<file path="config.mk">
export PLATFORM = sky130hd
export DESIGN_NAME = aurora_tx_lane_ctrl
export DESIGN_NICKNAME = d
export VERILOG_FILES = /design/src/rtl/aurora_pkg.sv /design/src/rtl/aurora_cc_scheduler.sv /design/src/rtl/aurora_tx_lane_ctrl.sv
export SDC_FILE = /design/constraint.sdc
export NUM_CORES = 1
export LEC_CHECK = 0
export CAP_MARGIN = 10
export CORE_ASPECT_RATIO = 0.7
export CORE_UTILIZATION = 28
export DETAILED_ROUTE_END_ITERATION = 8
export GPL_TIMING_DRIVEN = 0
export PLACE_DENSITY_LB_ADDON = 0.08
export SLEW_MARGIN = 0
export SYNTH_ARGS = -nofsm -noshare
export SYNTH_HDL_FRONTEND = slang
export SYNTH_SLANG_ARGS = --single-unit
</file>
<file path="constraint.sdc">
create_clock -name clk -period 2.15 [get_ports clk]
set_clock_uncertainty 0.05 [all_clocks]
set_input_delay 0.215 -clock clk [delete_from_list [all_inputs] [get_ports clk]]
set_output_delay 0.215 -clock clk [all_outputs]
set_load 0.005 [all_outputs]
</file>
<file path="src/rtl/aurora_pkg.sv">
// Shared Aurora TX types: lane geometry, encoder block commands, channel-controller states.
// Also provides the lane-enable mask helper used by the TX lane controller.
package aurora_pkg;

  localparam int MAX_LINKS      = 4;
  localparam int MAX_LINKS_SIZE = $clog2(MAX_LINKS);

  typedef enum logic [2:0] {
    TX_OFF     = 3'd0,
    TX_IDLE_NR = 3'd1,
    TX_IDLE    = 3'd2,
    TX_CC      = 3'd3,
    TX_DATA    = 3'd4
  } tx_cmd_t;

  typedef enum logic [2:0] {
    RESET  = 3'd0,
    ALIGN  = 3'd1,
    BOND   = 3'd2,
    VERIFY = 3'd3,
    READY  = 3'd4
  } ctrl_state_t;

  function automatic int max_of(input int a, input int b);
    return (a > b) ? a : b;
  endfunction

  // Single-lane: one-hot of the selected lane; multi-lane: every lane enabled.
  function automatic logic [MAX_LINKS-1:0] lane_mask(input logic single,
                                                     input logic [MAX_LINKS_SIZE-1:0] sel);
    logic [MAX_LINKS-1:0] m;
    if (single) begin
      m = {{(MAX_LINKS-1){1'b0}}, 1'b1} << sel;
    end else begin
      m = {MAX_LINKS{1'b1}};
    end
    return m;
  endfunction

endpackage

</file>
<file path="src/rtl/aurora_cc_scheduler.sv">
// Clock-compensation scheduler: period and length counters for CC insertion while READY.
// cc_active reports whether the upcoming cycle is a CC cycle, so the parent can register it.
module aurora_cc_scheduler #(
  parameter int CC_PERIOD = 5000,
  parameter int CC_LEN    = 3
) (
  input  logic clk,
  input  logic rst,
  input  logic enable,
  output logic cc_active
);

  localparam int CNT_W = $clog2(CC_PERIOD + 1);
  localparam int LEN_W = $clog2(CC_LEN + 1);
  localparam logic [CNT_W-1:0] CNT_LAST = CNT_W'(CC_PERIOD - 1);
  localparam logic [CNT_W-1:0] CNT_ONE  = CNT_W'(1);
  localparam logic [LEN_W-1:0] LEN_M1   = LEN_W'(CC_LEN - 1);
  localparam logic [LEN_W-1:0] LEN_ONE  = LEN_W'(1);

  logic [CNT_W-1:0] cnt_r, cnt_s;
  logic [LEN_W-1:0] rem_r, rem_s;
  logic             running_r;
  logic             cc_s;

  // Next-cycle counter values; the first READY cycle always starts at count 0.
  always_comb begin
    cnt_s = {CNT_W{1'b0}};
    rem_s = {LEN_W{1'b0}};
    cc_s  = 1'b0;
    if (enable && running_r) begin
      if (cnt_r == CNT_LAST) begin
        cnt_s = {CNT_W{1'b0}};
        rem_s = LEN_M1;
        cc_s  = 1'b1;
      end else begin
        cnt_s = cnt_r + CNT_ONE;
        if (rem_r != {LEN_W{1'b0}}) begin
          rem_s = rem_r - LEN_ONE;
          cc_s  = 1'b1;
        end else begin
          rem_s = {LEN_W{1'b0}};
          cc_s  = 1'b0;
        end
      end
    end else begin
      cnt_s = {CNT_W{1'b0}};
      rem_s = {LEN_W{1'b0}};
      cc_s  = 1'b0;
    end
  end

  // Counter state registers.
  always_ff @(posedge clk) begin
    if (rst) begin
      cnt_r     <= {CNT_W{1'b0}};
      rem_r     <= {LEN_W{1'b0}};
      running_r <= 1'b0;
    end else begin
      cnt_r     <= cnt_s;
      rem_r     <= rem_s;
      running_r <= enable;
    end
  end

  assign cc_active = cc_s;

endmodule

</file>
<file path="src/rtl/aurora_tx_lane_ctrl.sv">
// Aurora simplex TX channel controller: init sequencing, lane selection, CC scheduling.
// Optional macro AURORA_SIMPLEX_TIMER_EN replaces sideband progress and watchdog with fixed timers.
module aurora_tx_lane_ctrl
  import aurora_pkg::*;
#(
  parameter int RESET_CYCLES    = 16,
  parameter int WATCHDOG_CYCLES = 4096,
  parameter int CC_PERIOD       = 5000,
  parameter int CC_LEN          = 3,
  parameter int ALIGN_CYCLES    = 64,
  parameter int BOND_CYCLES     = 64,
  parameter int VERIFY_CYCLES   = 64
) (
  input  logic                      clk,
  input  logic                      rst,
  input  logic                      single_lane,
  input  logic [MAX_LINKS_SIZE-1:0] lane_select,
  input  logic                      axi_valid,
  input  logic                      simplex_aligned,
  input  logic                      simplex_bonded,
  input  logic                      simplex_verified,
  input  logic                      simplex_reset,
  output logic                      axi_ready,
  output logic [MAX_LINKS-1:0]      lane_en,
  output tx_cmd_t                   tx_cmd,
  output logic                      channel_up,
  output logic                      err_timeout,
  output ctrl_state_t               ctrl_state
);

  localparam int CNT_MAX = max_of(max_of(RESET_CYCLES, WATCHDOG_CYCLES),
                                  max_of(ALIGN_CYCLES, max_of(BOND_CYCLES, VERIFY_CYCLES)));
  localparam int CNT_W = $clog2(CNT_MAX + 1);
  localparam logic [CNT_W-1:0] CNT_ONE    = CNT_W'(1);
  localparam logic [CNT_W-1:0] RESET_LAST = CNT_W'(RESET_CYCLES - 1);

  ctrl_state_t                state_r, state_s;
  logic [CNT_W-1:0]           cnt_r, cnt_s;
  logic                       single_r, single_s;
  logic [MAX_LINKS_SIZE-1:0]  sel_r, sel_s;
  logic                       timeout_s, cc_s;
  logic                       go_align_s, go_bond_s, go_verify_s, wd_exp_s;
  logic [MAX_LINKS-1:0]       lane_s;
  tx_cmd_t                    tx_s;

`ifdef AURORA_SIMPLEX_TIMER_EN
  localparam logic [CNT_W-1:0] ALIGN_LAST  = CNT_W'(ALIGN_CYCLES - 1);
  localparam logic [CNT_W-1:0] BOND_LAST   = CNT_W'(BOND_CYCLES - 1);
  localparam logic [CNT_W-1:0] VERIFY_LAST = CNT_W'(VERIFY_CYCLES - 1);
  logic unused_s;
  assign unused_s    = &{1'b0, simplex_aligned, simplex_bonded, simplex_verified};
  assign go_align_s  = (cnt_r == ALIGN_LAST);
  assign go_bond_s   = (cnt_r == BOND_LAST);
  assign go_verify_s = (cnt_r == VERIFY_LAST);
  assign wd_exp_s    = 1'b0;
`else
  localparam logic [CNT_W-1:0] WD_LAST = CNT_W'(WATCHDOG_CYCLES - 1);
  assign go_align_s  = simplex_aligned;
  assign go_bond_s   = simplex_bonded;
  assign go_verify_s = simplex_verified;
  assign wd_exp_s    = (cnt_r == WD_LAST);
`endif

  aurora_cc_scheduler #(
    .CC_PERIOD (CC_PERIOD),
    .CC_LEN    (CC_LEN)
  ) u_cc (
    .clk       (clk),
    .rst       (rst),
    .enable    (state_s == READY),
    .cc_active (cc_s)
  );

  // Next state; sideband reset outranks the watchdog, which outranks progress inputs.
  always_comb begin
    state_s   = state_r;
    timeout_s = 1'b0;
    if ((state_r != RESET) && simplex_reset) begin
      state_s   = RESET;
      timeout_s = 1'b0;
    end else begin
      case (state_r)
        RESET:   state_s = (cnt_r == RESET_LAST) ? ALIGN : RESET;
        ALIGN: begin
          if (wd_exp_s) begin
            state_s   = RESET;
            timeout_s = 1'b1;
          end else if (go_align_s) begin
            state_s = single_r ? VERIFY : BOND;
          end else begin
            state_s = ALIGN;
          end
        end
        BOND: begin
          if (wd_exp_s) begin
            state_s   = RESET;
            timeout_s = 1'b1;
          end else if (go_bond_s) begin
            state_s = VERIFY;
          end else begin
            state_s = BOND;
          end
        end
        VERIFY: begin
          if (wd_exp_s) begin
            state_s   = RESET;
            timeout_s = 1'b1;
          end else if (go_verify_s) begin
            state_s = READY;
          end else begin
            state_s = VERIFY;
          end
        end
        READY:   state_s = READY;
        default: state_s = RESET;
      endcase
    end
  end

  // Lane config latch, phase counter and the registered-output values for the next cycle.
  always_comb begin
    single_s = single_r;
    sel_s    = sel_r;
    if ((state_r == RESET) && (state_s == ALIGN)) begin
      single_s = single_lane;
      sel_s    = lane_select;
    end else begin
      single_s = single_r;
      sel_s    = sel_r;
    end
    if ((state_s != state_r) || (state_s == READY)) begin
      cnt_s = {CNT_W{1'b0}};
    end else begin
      cnt_s = cnt_r + CNT_ONE;
    end
    lane_s = (state_s == RESET) ? {MAX_LINKS{1'b0}} : lane_mask(single_s, sel_s);
    case (state_s)
      RESET:       tx_s = TX_OFF;
      ALIGN, BOND: tx_s = TX_IDLE_NR;
      VERIFY:      tx_s = TX_IDLE;
      READY: begin
        if (cc_s) begin
          tx_s = TX_CC;
        end else if (axi_valid) begin
          tx_s = TX_DATA;
        end else begin
          tx_s = TX_IDLE;
        end
      end
      default:     tx_s = TX_OFF;
    endcase
  end

  // State, counter, latch and output registers.
  always_ff @(posedge clk) begin
    if (rst) begin
      state_r     <= RESET;
      cnt_r       <= {CNT_W{1'b0}};
      single_r    <= 1'b0;
      sel_r       <= {MAX_LINKS_SIZE{1'b0}};
      axi_ready   <= 1'b0;
      lane_en     <= {MAX_LINKS{1'b0}};
      tx_cmd      <= TX_OFF;
      channel_up  <= 1'b0;
      err_timeout <= 1'b0;
    end else begin
      state_r     <= state_s;
      cnt_r       <= cnt_s;
      single_r    <= single_s;
      sel_r       <= sel_s;
      axi_ready   <= (state_s == READY) && !cc_s;
      lane_en     <= lane_s;
      tx_cmd      <= tx_s;
      channel_up  <= (state_s == READY);
      err_timeout <= timeout_s;
    end
  end

  assign ctrl_state = state_r;

endmodule

</file>
# Yosys cells after proc, flatten, opt, wreduce, memory -nomap -nowiden

Cells that the tools add are included.

Add/subtract/negate cells: 3
Equal/unequal tests: 12
Shift operators: 1
Multiplexer cells: 22
Bitwise logic cells: 3
Reductions and logical operators: 18

Operator list:

| cell                    | count |
|---|---|
| $add A13 B1 Y13 const B | 2 |
| $mux W3                 | 5 |
| $pmux W3 S5             | 1 |
| $eq A13 B12 Y1 const B  | 1 |
| $eq A13 B13 Y1 const B  | 1 |
| $eq A13 B4 Y1 const B   | 1 |
| $eq A3 B2 Y1 const B    | 4 |
| $mux W2                 | 6 |
| $pmux W3 S3             | 1 |
| $reduce_or A3 Y1        | 3 |
| $mux W1                 | 8 |
| $reduce_or A2 Y1        | 4 |
| $eq A3 B1 Y1 const B    | 2 |
| $eq A3 B3 Y1 const B    | 2 |
| $logic_not A3 Y1        | 2 |
| $logic_and A1 B1 Y1     | 4 |
| $mux W4                 | 1 |
| $reduce_or A4 Y1        | 1 |
| $shl A1 B2 Y4 const A   | 1 |
| $ne A3 B3 Y1            | 1 |
| $not A1 Y1              | 3 |
| $reduce_bool A3 Y1      | 1 |
| $reduce_bool A2 Y1      | 1 |
| $sub A2 B1 Y2 const B   | 1 |
| 2 further kinds         | 2 |

Bits in registers: 44
Bits of input ports: 10
Output and inout port bits: 13
Word-level logic and storage cells: 71

# Depth between registers and ports, before layout

Gate-level depths: netlist of the first run.

Word-level depth: 10
Gate-level depth with buffers: 7
Gate-level depth less buffers: 6

# Hierarchy

Synthesis of the first run repeated with hierarchy kept, for this count alone.

Cell total of the unflattened synthesis: 229
Area, all modules: 2,003.2 µm²

Modules (own cells, without submodules):

| module              | instances | cells an instance | area each (µm²) | sequential area each (µm²) |
|---|---|---|---|---|
| aurora_tx_lane_ctrl | 1         | 155               | 1,337.5         | 580.6 |
| aurora_cc_scheduler | 1         | 74                | 665.6           | 320.3 |

# Least setup slack after synthesis of the first run

No wires, ideal clock.

Path type: register -> register
Start point: reg cnt_r[0]
End point: reg cnt_r[10]
Library setup time: 0.087 ns
Arrival time: 1.951 ns
Data required time: 2.013 ns
Slack: 0.063 ns
Cell stages (with the launch flop): 8
Path buffers: 1
Period minus slack after synthesis: 2.087 ns
Cells stage by stage: dfxtp_1 > ha_1 > nand4_4 > or4_4 > o211ai_2 > o2111ai_4 > buf_6 > nor4b_4

Word-level cells in the longest chain between the ends: 7

Ends and longest elaborated chain:

| what                                                   | RTL line                                             | RTL |
|---|---|---|
| start: declaration                                     | aurora_tx_lane_ctrl.sv:38                            | `logic [CNT_W-1:0] cnt_r, cnt_s;` |
| start signal: assignment                               | aurora_tx_lane_ctrl.sv:158                           | `cnt_r <= {CNT_W{1'b0}};` |
| start signal: assignment                               | aurora_tx_lane_ctrl.sv:168                           | `cnt_r <= cnt_s;` |
| $eq A13 B12 Y1 / $eq A13 B4 Y1 (equally long branches) | aurora_tx_lane_ctrl.sv:61, aurora_tx_lane_ctrl.sv:83 |  |
| $mux W3 (tied with other cells)                        | aurora_tx_lane_ctrl.sv:105                           | `if (wd_exp_s) begin` |
| $pmux W3 S5                                            | aurora_tx_lane_ctrl.sv:82                            | `case (state_r)` |
| $mux W3                                                | aurora_tx_lane_ctrl.sv:78                            | `if ((state_r != RESET) && simplex_reset) begin` |
| $ne A3 B3 Y1 / $eq A3 B3 Y1 (equally long branches)    | aurora_tx_lane_ctrl.sv:131                           | `if ((state_s != state_r) \|\| (state_s == READY)) begin` |
| $logic_or A1 B1 Y1                                     | aurora_tx_lane_ctrl.sv:131                           |  |
| $reduce_or A2 Y1 (no source line)                      | -                                                    |  |

Parallel ways exist; a longest one is shown, timed or not.
A chain may end at the register's enable or synchronous reset.

# Worst setup path in the final report of the first run

Start point: reg cnt_r[0]
End point: reg cnt_r[4]

The elaborated chain is that of the path after synthesis.

==> out/results.ini, run 1 <==
[routing]
dr.pass1.iters = 4
vias_per_cell = 4.71
ant_nets = 0
drc = 0
drt_iter0_markers = 89
routed_wirelength_um = 5000
vias = 1732
wl_per_cell_um = 13.6

[die]
ioPinCount = 23
core_area_um2 = 7380
initial_core_util_pct = 29.2
chipHeight_um = 75.5
num_rows = 26
dieArea_um2 = 8070
die_x_um = 107

[outcome]
failed_checks = setup timing
status = finished with violations

[yosys]
synth_edf_count = 0
synthTopCellsByArea = dfxtp_1, xor2_1, xnor2_1
netlist_area_um2 = 2160
ys_seq_area_share_pct = 40.8
syn_area_per_cell_um2 = 9.19
yosysWarnings = 0
syn_inst = 235
yosysMostFrequentCell = dfxtp_1
synth_xor_area_share_pct = 9.33
ys_types = 49
synth_top_area_cell = dfxtp_1
async_flop_share_pct = 0
netlist.area_leader.share_pct = 40.8
synth-compound-area-share_pct = 13.4
synth.area.mux_share_pct = 0.463
synth_top_family_by_area = simple AND/OR/NAND/NOR gates
ys_seq_elements = 44
synthAdderAreaFrac_pct = 1.16
synth_common_cells = dfxtp_1, nand2_1, nor2_1
synthFlopType = dfxtp_1
syn_nets = 247
synthSimpleGateAreaFrac_pct = 30.6

[clock_tree]
numCtsBuffers = 5
numClockSinks = 44
postCtsHoldBufs = 0
clk_pin_slew_ns = 0.08
cts_tree = built
htreeDepth = 2
cts-root-buf = clkbuf_8
insertion_delay_ns = 0.30
cts_buffer_depth = 2

[critical_path]
slowest_stage = or4_4
crit_arrival_ns = 2.28
path_buf_inv = 1
cp_top_family = simple AND/OR/NAND/NOR gates
endpoint_kind = register
path_cells = ha_4, nand4_4, or4_4, o21a_4, o2111ai_4, bufbuf_16, nor3_1
path_class = register to register
slowest_delay_ns = 0.56
required_ns = 2.28
start_kind = register
worst-path-max-fanout = 5

[pwr]
p_leak_nw = 0.921
p_per_area_nw_per_um2 = 523
combPwrFrac_pct = 4.1
p_sw_w = 0.000329
ir_drop_mv = 0.202
clockPowerShare_pct = 38.5
share_seq_of_total_power_pct = 57.4
p_int_w = 0.00111
swShare_pct = 22.8

[place]
dp_hpwl_um = 3540
gp_congestion = 0.792
port_buffers = 22
dp_slack_ns = -0.367

[cells_and_area]
area_growth_pct = 27.6
drive_gt1_share_pct = 17.8
n_antenna_cell = 0
fin_util_pct = 37.3
nets = 281

[global_route]
grt_pass1_wl_um = 8110
grt-ovfl-total = 0
antenna_found_initial = 0
grt_max_degree = 14
grt_pass1_vias = 1579
grt_use_total_pct = 13.0

[timing]
worst_slack_ns = -0.00579
min_period_ns = 2.16
rsz0062_at_grt = true
post-route-period-util_pct = 100
tightest_slew_ns = 0.559
final_max_slew_viol_count = 0
fmax_ghz = 0.464
hold_viol_final = 0
finalSetupViolations = 2
relSlewSlack_pct = 62.4

[flow_run]
cap_violations = 0

[hold_path]
hold_class = register to register

power groups by stage:
stage | logic [W] | registers [W] | clock network [W]
after floorplan | 0.0000248 | 0.000843 | 0
after global placement | 0.0000546 | 0.000844 | 0
after detailed placement | 0.0000538 | 0.000844 | 0
after CTS | 0.0000569 | 0.000826 | 0.000579
after global routing | 0.0000654 | 0.000827 | 0.000618
final | 0.0000594 | 0.000826 | 0.000555
layer usage:
layer / track usage, % / routed length [µm]
met1: 20.6 / 2840
met2: 16.9 / 1980
met3: 3.08 / 148
met4: 3.65 / 30
met5: 0 / 0
placed cells by master, fill, tap and decap left out, drive strengths merged, types with 2 or more instances in the layout:
cell type	count
nor3b	2
or2	2
nand3	10
clkbuf	10
ha	2
o41ai	2
buf	10
xor2	12
nor2	24
dfxtp	44
a21oi	12
nor3	9
a211oi	5
clkdlybuf4s50	22
inv	8
o21ai	10
nand2b	5
xnor2	11
nand4	7
and3	3
nand2	24
and2	2
nor4b	8
o31ai	2
nor4	8
flip-flops by register name (all words and copies together), names as in the netlist:
| register | count |
|---|---|
| u_cc.rem_r | 2 |
| u_cc.running_r | 1 |
| sel_r | 2 |
| u_cc.cnt_r | 13 |
| lane_en | 4 |
| cnt_r | 13 |
| single_r | 1 |
| tx_cmd | 3 |
| err_timeout | 1 |
| ctrl_state | 3 |
| axi_ready | 1 |
kinds of logic after synthesis:
family | count (synthesis)
AOI/OAI and AO/OA | 39
buffers and inverters | 17
adders and majority gates | 2
xor gates and xnor gates | 23
muxes | 1
DFF | 44
and+or+nand+nor | 109
metrics by stage:
stage / power [W] / TNS (ns) / hold slack [ns] / cells / cell area, µm²
2_1_floorplan: 0.000867 / 0 / 0.243 / 235 / 2160
3_3_place_gp: 0.000899 / -8.13 / 0.386 / 355 / 2500
5_1_grt: 0.00151 / -0.500 / 0.434 / 368 / 2760
3_5_place_dp: 0.000897 / -7.23 / 0.388 / 355 / 2500
6_report: 0.00144 / -0.00961 / 0.401 / 368 / 2760
4_1_cts: 0.00146 / -0.00242 / 0.406 / 365 / 2690
final timing paths:
check / startpoint / to / cells after the start / slack [ns]
worst max-delay path: cnt_r[0] / cnt_r[4] / 7 / -0.006
worst max register to register: cnt_r[0] / cnt_r[4] / 7 / -0.006
worst min-delay path: u_cc.cnt_r[0] / u_cc.cnt_r[0] / 1 / 0.40
worst min register to register: u_cc.cnt_r[0] / u_cc.cnt_r[0] / 1 / 0.40
what timing repair did:
| item | in CTS | in global routing |
|---|---|---|
| resized for setup | 12 | 10 |
| pin swaps | 3 | 2 |
| hold endpoints to repair | 0 | 0 |
| gates cloned | 1 | 0 |
| setup buffers | 1 | 3 |
| endpoints found under the setup margin | 29 | 24 |
cell type report:
class	instances	area, µm²
plain buffers	9	75.1
clock buffers	7	86.3
clock inverters	1	7.51
fillers	781	4630
inverters	8	30.0
multi-input cells	174	1260
flip-flops and latches	44	890
well taps	98	123
repair buffers	27	283
No activity file was read; power rests on OpenSTA's default activity.
==> run 2, diff against run 1 <==
--- a/config.mk
+++ b/config.mk
@@ -6,6 +6,8 @@
 export NUM_CORES = 1
 export LEC_CHECK = 0
 export CAP_MARGIN = 10
+export CELL_PAD_IN_SITES_DETAIL_PLACEMENT = 1
+export CELL_PAD_IN_SITES_GLOBAL_PLACEMENT = 2
 export CORE_ASPECT_RATIO = 0.7
 export CORE_UTILIZATION = 28
 export DETAILED_ROUTE_END_ITERATION = 8
==> out/results.ini, run 2 (synthesis gave the netlist of run 1 again) <==
[routing]
vias = 1791  ; was 1732
drt_iter0_markers = 58  ; was 89
vias_per_cell = 4.87  ; was 4.71
routed_wirelength_um = 5420  ; was 5000 µm
dr.pass1.iters = 4  ; unchanged
wl_per_cell_um = 14.7  ; was 13.6 µm
ant_nets = 0  ; unchanged
drc = 0  ; unchanged

[clock_tree]
clk_pin_slew_ns = 0.09  ; was 0.08 ns
cts_tree = built  ; unchanged
cts_buffer_depth = 2  ; unchanged
insertion_delay_ns = 0.29  ; was 0.30 ns
htreeDepth = 2  ; unchanged
numClockSinks = 44  ; unchanged
postCtsHoldBufs = 0  ; unchanged
cts-root-buf = clkbuf_8  ; unchanged
numCtsBuffers = 5  ; unchanged

[cells_and_area]
stdcell_area_um2 = 2750  ; was 2760 µm²
area_growth_pct = 27.3  ; was 27.6%
n_fill_cell = 849  ; was 781
nets = 282  ; was 281
drive_gt1_share_pct = 18.9  ; was 17.8%
n_antenna_cell = 0  ; unchanged
top_regs = cnt_r (13), u_cc.cnt_r (13), lane_en (4)  ; unchanged
fin_util_pct = 37.2  ; was 37.3%
mostFrequentLayoutCells = dfxtp_1, nand2_1, nor2_1  ; unchanged
layout_commonest_cell = dfxtp_1  ; unchanged

[global_route]
grt_pass1_wl_um = 8760  ; was 8110 µm
grt_use_total_pct = 14.1  ; was 13.0%
antenna_found_initial = 0  ; unchanged
grt_pass1_vias = 1717  ; was 1579
grt-ovfl-total = 0  ; unchanged
grt_max_degree = 14  ; unchanged

[die]
num_rows = 26  ; unchanged
chipHeight_um = 75.5  ; unchanged
dieArea_um2 = 8070  ; unchanged
core_area_um2 = 7380  ; unchanged
die_x_um = 107  ; unchanged
ioPinCount = 23  ; unchanged
initial_core_util_pct = 29.2  ; unchanged

[pwr]
ir_drop_mv = 0.333  ; was 0.202 mV
p_leak_nw = 0.915  ; was 0.921 nW
p_per_area_nw_per_um2 = 509  ; was 523 nW/µm²

[timing]
hold_viol_final = 0  ; unchanged
min_period_ns = 2.09  ; was 2.16 ns
fmax_ghz = 0.478  ; was 0.464 GHz
rsz0062_at_grt = true  ; unchanged
post-route-period-util_pct = 97.3  ; was 100%
relSlewSlack_pct = 64.5  ; was 62.4%
final_max_slew_viol_count = 0  ; unchanged
finalSetupViolations = 0  ; was 2
tightest_slew_ns = 0.532  ; was 0.559 ns

[critical_path]
path_class = register to register  ; unchanged
path_cells = ha_4, nand4_4, or4_4, o211ai_4, o2111ai_4, buf_8, nor4b_4  ; was ha_4, nand4_4, or4_4, o21a_4, o2111ai_4, bufbuf_16, nor3_1
crit_arrival_ns = 2.26  ; was 2.28 ns
start_kind = register  ; unchanged
worst-path-max-fanout = 10  ; was 5
required_ns = 2.32  ; was 2.28 ns
cp_top_family = simple AND/OR/NAND/NOR gates  ; unchanged
slowest_delay_ns = 0.57  ; was 0.56 ns
slowest_stage = or4_4  ; unchanged
endpoint_kind = register  ; unchanged
path_buf_inv = 1  ; unchanged

[flow_run]
cap_violations = 0  ; unchanged

[place]
dp_hpwl_um = 3990  ; was 3540 µm
dpl_cell_area_um2 = 2500  ; unchanged
gp_congestion = 0.746  ; was 0.792
port_buffers = 22  ; unchanged

[hold_path]
hold_class = register to register  ; unchanged

[outcome]
status = completed  ; was finished with violations

[run 2: per-layer routing]
metal	vias up	wire length, µm	part of all wire, %	GRT usage, %
li1	899	-	-	-
met1	875	3090	57	21.9
met2	15	2190	40	19.4
met3	2	120	2.2	3.42
met4	0	24	0.44	2.28
met5	-	0	0	0
[run 2: timing repair]
item	4_1_cts	5_1_grt
pin swaps	4	3
endpoints found under the setup margin	31	26
gates resized for setup	13	16
setup buffers	2	4
gates cloned	0	0
[run 2: worst reg2reg max path, delay by kind of cell (launching register included)]
kind,cells,cell delay [ns]
compound gates,2,0.29
fa+ha+maj,1,0.16
buf+inv,1,0.20
flops,1,0.39
simple gates,3,0.93
[run 2: worst paths after layout]
| path | start | to | slack, ns | cells past startpoint |
|---|---|---|---|---|
| max | cnt_r[0] | cnt_r[8] | 0.06 | 7 |
| min | u_cc.rem_r[0] | u_cc.rem_r[0] | 0.41 | 1 |
| max reg2reg | cnt_r[0] | cnt_r[8] | 0.06 | 7 |
| min reg2reg | u_cc.rem_r[0] | u_cc.rem_r[0] | 0.41 | 1 |
[run 2: per-stage QoR]
step	hold slack, ns	power, W	setup slack, ns	TNS (ns)	instances
after floorplan	0.243	0.000867	0.0625	0	235
after global placement	0.381	0.000899	-0.397	-9.19	355
after detailed placement	0.392	0.000900	-0.369	-8.70	355
after CTS	0.406	0.00142	0.0156	0	364
after global routing	0.428	0.00146	-0.0137	-0.0325	368
final	0.408	0.00140	0.0589	0	368
[run 2: where the power goes]
part           switching, W  leakage, nW  internal [W]   total, W
sequential       0.00000726        0.357      0.000819   0.000826
combinational     0.0000305        0.518     0.0000332  0.0000637
clock              0.000289       0.0400      0.000221   0.000510
[run 2: area by class of cell]
| cell class | count | area, µm² | area share [%] |
|---|---|---|---|
| Tap cell | 98 | 123 | 4.46 |
| Clock inverter | 2 | 12.5 | 0.455 |
| Multi-Input combinational cell | 174 | 1280 | 46.7 |
| Sequential cell | 44 | 888 | 32.3 |
| Clock buffer | 5 | 68.8 | 2.50 |
| Buffer | 9 | 77.6 | 2.82 |
| Timing Repair Buffer | 28 | 265 | 9.65 |
| Inverter | 8 | 30.0 | 1.09 |
==> run 3, diff against run 2 <==
--- a/config.mk
+++ b/config.mk
@@ -11,7 +11,7 @@
 export CORE_ASPECT_RATIO = 0.7
 export CORE_UTILIZATION = 28
 export DETAILED_ROUTE_END_ITERATION = 8
-export GPL_TIMING_DRIVEN = 0
+export GPL_TIMING_DRIVEN = 1
 export PLACE_DENSITY_LB_ADDON = 0.08
 export SLEW_MARGIN = 0
 export SYNTH_ARGS = -nofsm -noshare
==> out/results.ini, run 3 (synthesis gave the netlist of run 1 again) <==
[die]
chipHeight_um = 75.5  ; unchanged
ioPinCount = 23  ; unchanged
core_area_um2 = 7380  ; unchanged
num_rows = 26  ; unchanged
dieArea_um2 = 8070  ; unchanged
die_x_um = 107  ; unchanged
initial_core_util_pct = 29.2  ; unchanged

[critical_path]
endpoint_kind = register  ; unchanged
r2r_cells = 7  ; unchanged
path_class = register to register  ; unchanged
path_cells = ha_4, nand4_4, or4_4, o211ai_2, o2111ai_4, buf_12, nor4b_2  ; was ha_4, nand4_4, or4_4, o211ai_4, o2111ai_4, buf_8, nor4b_4
slowest_stage = or4_4  ; unchanged
worst-path-max-fanout = 13  ; was 10
crit_arrival_ns = 2.20  ; was 2.26 ns
required_ns = 2.31  ; was 2.32 ns
slowest_delay_ns = 0.57  ; about the same
start_kind = register  ; unchanged
path_buf_inv = 1  ; unchanged
cp_num_cells = 7  ; unchanged
cp_top_family = simple AND/OR/NAND/NOR gates  ; unchanged

[place]
dp_slack_ns = 0.0208  ; was -0.369 ns
dp_hpwl_um = 4310  ; was 3990 µm
port_buffers = 22  ; unchanged
dpl_cell_area_um2 = 2670  ; was 2500 µm²
gp_congestion = 0.760  ; was 0.746

[routing]
wl_per_cell_um = 14.8  ; was 14.7 µm
drt_iter0_markers = 47  ; was 58
routed_wirelength_um = 5610  ; was 5420 µm
vias_per_cell = 4.80  ; was 4.87
vias = 1818  ; was 1791
dr.pass1.iters = 4  ; unchanged
ant_nets = 0  ; unchanged
drc = 0  ; unchanged

[global_route]
grt_use_total_pct = 15.5  ; was 14.1%
grt-ovfl-total = 0  ; unchanged
grt_pass1_vias = 1795  ; was 1717
antenna_found_initial = 0  ; unchanged
grt_max_degree = 15  ; was 14
grt_pass1_wl_um = 9560  ; was 8760 µm

[clock_tree]
clk_pin_slew_ns = 0.09  ; about the same
numCtsBuffers = 5  ; unchanged
cts_buffer_depth = 2  ; unchanged
htreeDepth = 2  ; unchanged
cts_setup_buffers = 0  ; was 2
insertion_delay_ns = 0.29  ; about the same
cts_tree = built  ; unchanged
numClockSinks = 44  ; unchanged
cts-root-buf = clkbuf_8  ; unchanged

[timing]
post-route-period-util_pct = 94.8  ; was 97.3%
final_max_slew_viol_count = 0  ; unchanged
worst_slack_ns = 0.111  ; was 0.0589 ns
rsz0062_at_grt = false  ; was true
fmax_ghz = 0.490  ; was 0.478 GHz
min_period_ns = 2.04  ; was 2.09 ns
finalSetupViolations = 0  ; unchanged
relSlewSlack_pct = 73.0  ; was 64.5%
tns_ns = 0  ; unchanged
tightest_slew_ns = 0.401  ; was 0.532 ns
hold_viol_final = 0  ; unchanged

[outcome]
status = completed  ; unchanged

[cells_and_area]
nets = 292  ; was 282
drive_gt1_share_pct = 19.9  ; was 18.9%
seq_area_um2 = 882  ; was 888 µm²
multi_input_area_um2 = 1210  ; was 1280 µm²
n_fill_cell = 846  ; was 849
layout_commonest_cell = dfxtp_1  ; unchanged
area_growth_pct = 29.2  ; was 27.3%
stdcell_area_um2 = 2790  ; was 2750 µm²
mostFrequentLayoutCells = dfxtp_1, nand2_1, nor2_1  ; unchanged
n_antenna_cell = 0  ; unchanged
top_regs = cnt_r (13), u_cc.cnt_r (13), lane_en (4)  ; unchanged
fin_util_pct = 37.8  ; was 37.2%

[pwr]
p_per_area_nw_per_um2 = 519  ; was 509 nW/µm²
ir_drop_mv = 0.257  ; was 0.333 mV
p_leak_nw = 0.983  ; was 0.915 nW

[hold_path]
hold_class = register to register  ; unchanged
hold_depth = 1  ; unchanged

[flow_run]
cap_violations = 0  ; unchanged

[run 3: through the flow]
| step | std cells | total power, W | hold slack, ns |
|---|---|---|---|
| 2_1_floorplan | 235 | 0.000867 | 0.243 |
| 3_3_place_gp | 371 | 0.000908 | 0.380 |
| 3_5_place_dp | 371 | 0.000907 | 0.394 |
| 4_1_cts | 379 | 0.00147 | 0.406 |
| 5_1_grt | 379 | 0.00153 | 0.436 |
| 6_report | 379 | 0.00145 | 0.400 |
[run 3: final timing paths]
check / startpoint / endpoint / slack (ns)
hold / removal: u_cc.rem_r[0] / u_cc.rem_r[0] / 0.40
setup reg to reg: cnt_r[1] / cnt_r[12] / 0.11
hold reg to reg: u_cc.rem_r[0] / u_cc.rem_r[0] / 0.40
setup / recovery: cnt_r[1] / cnt_r[12] / 0.11
[run 3: report_power, final]
group          switching, W  internal, W  total [W]
Clock              0.000293     0.000263   0.000556
Sequential       0.00000582     0.000819   0.000825
Combinational     0.0000302    0.0000369  0.0000670
[run 3: routing by layer]
| layer | routed length [µm] | vias to the layer above | GRT usage, % |
|---|---|---|---|
| met1 | 3200 | 871 | 24.0 |
| li1 | - | 927 | - |
| met2 | 2210 | 18 | 21.4 |
| met3 | 172 | 2 | 3.51 |
| met5 | 0 | - | 0 |
| met4 | 30 | 0 | 3.20 |
[run 3: repair_timing]
| item | in CTS | in global routing |
|---|---|---|
| setup endpoints to repair | 1 | 11 |
| hold buffers | 0 | 0 |
| resized for setup | 1 | 5 |
[run 3: cell type report]
cell class | count | area share, %
clock inverters | 2 | 0.493
multi-input cells | 174 | 43.5
well taps | 98 | 4.39
inverters | 8 | 1.08
flip-flops and latches | 44 | 31.6
clock buffers | 6 | 2.96
repair buffers | 47 | 16.0
[run 3: worst register-to-register path, cell delays in order (launching register included)]
cell and delay (ns):
dfxtp_1 0.38, ha_4 0.17, nand4_4 0.07, or4_4 0.57, o211ai_2 0.11, o2111ai_4 0.16
buf_12 0.19, nor4b_2 0.25
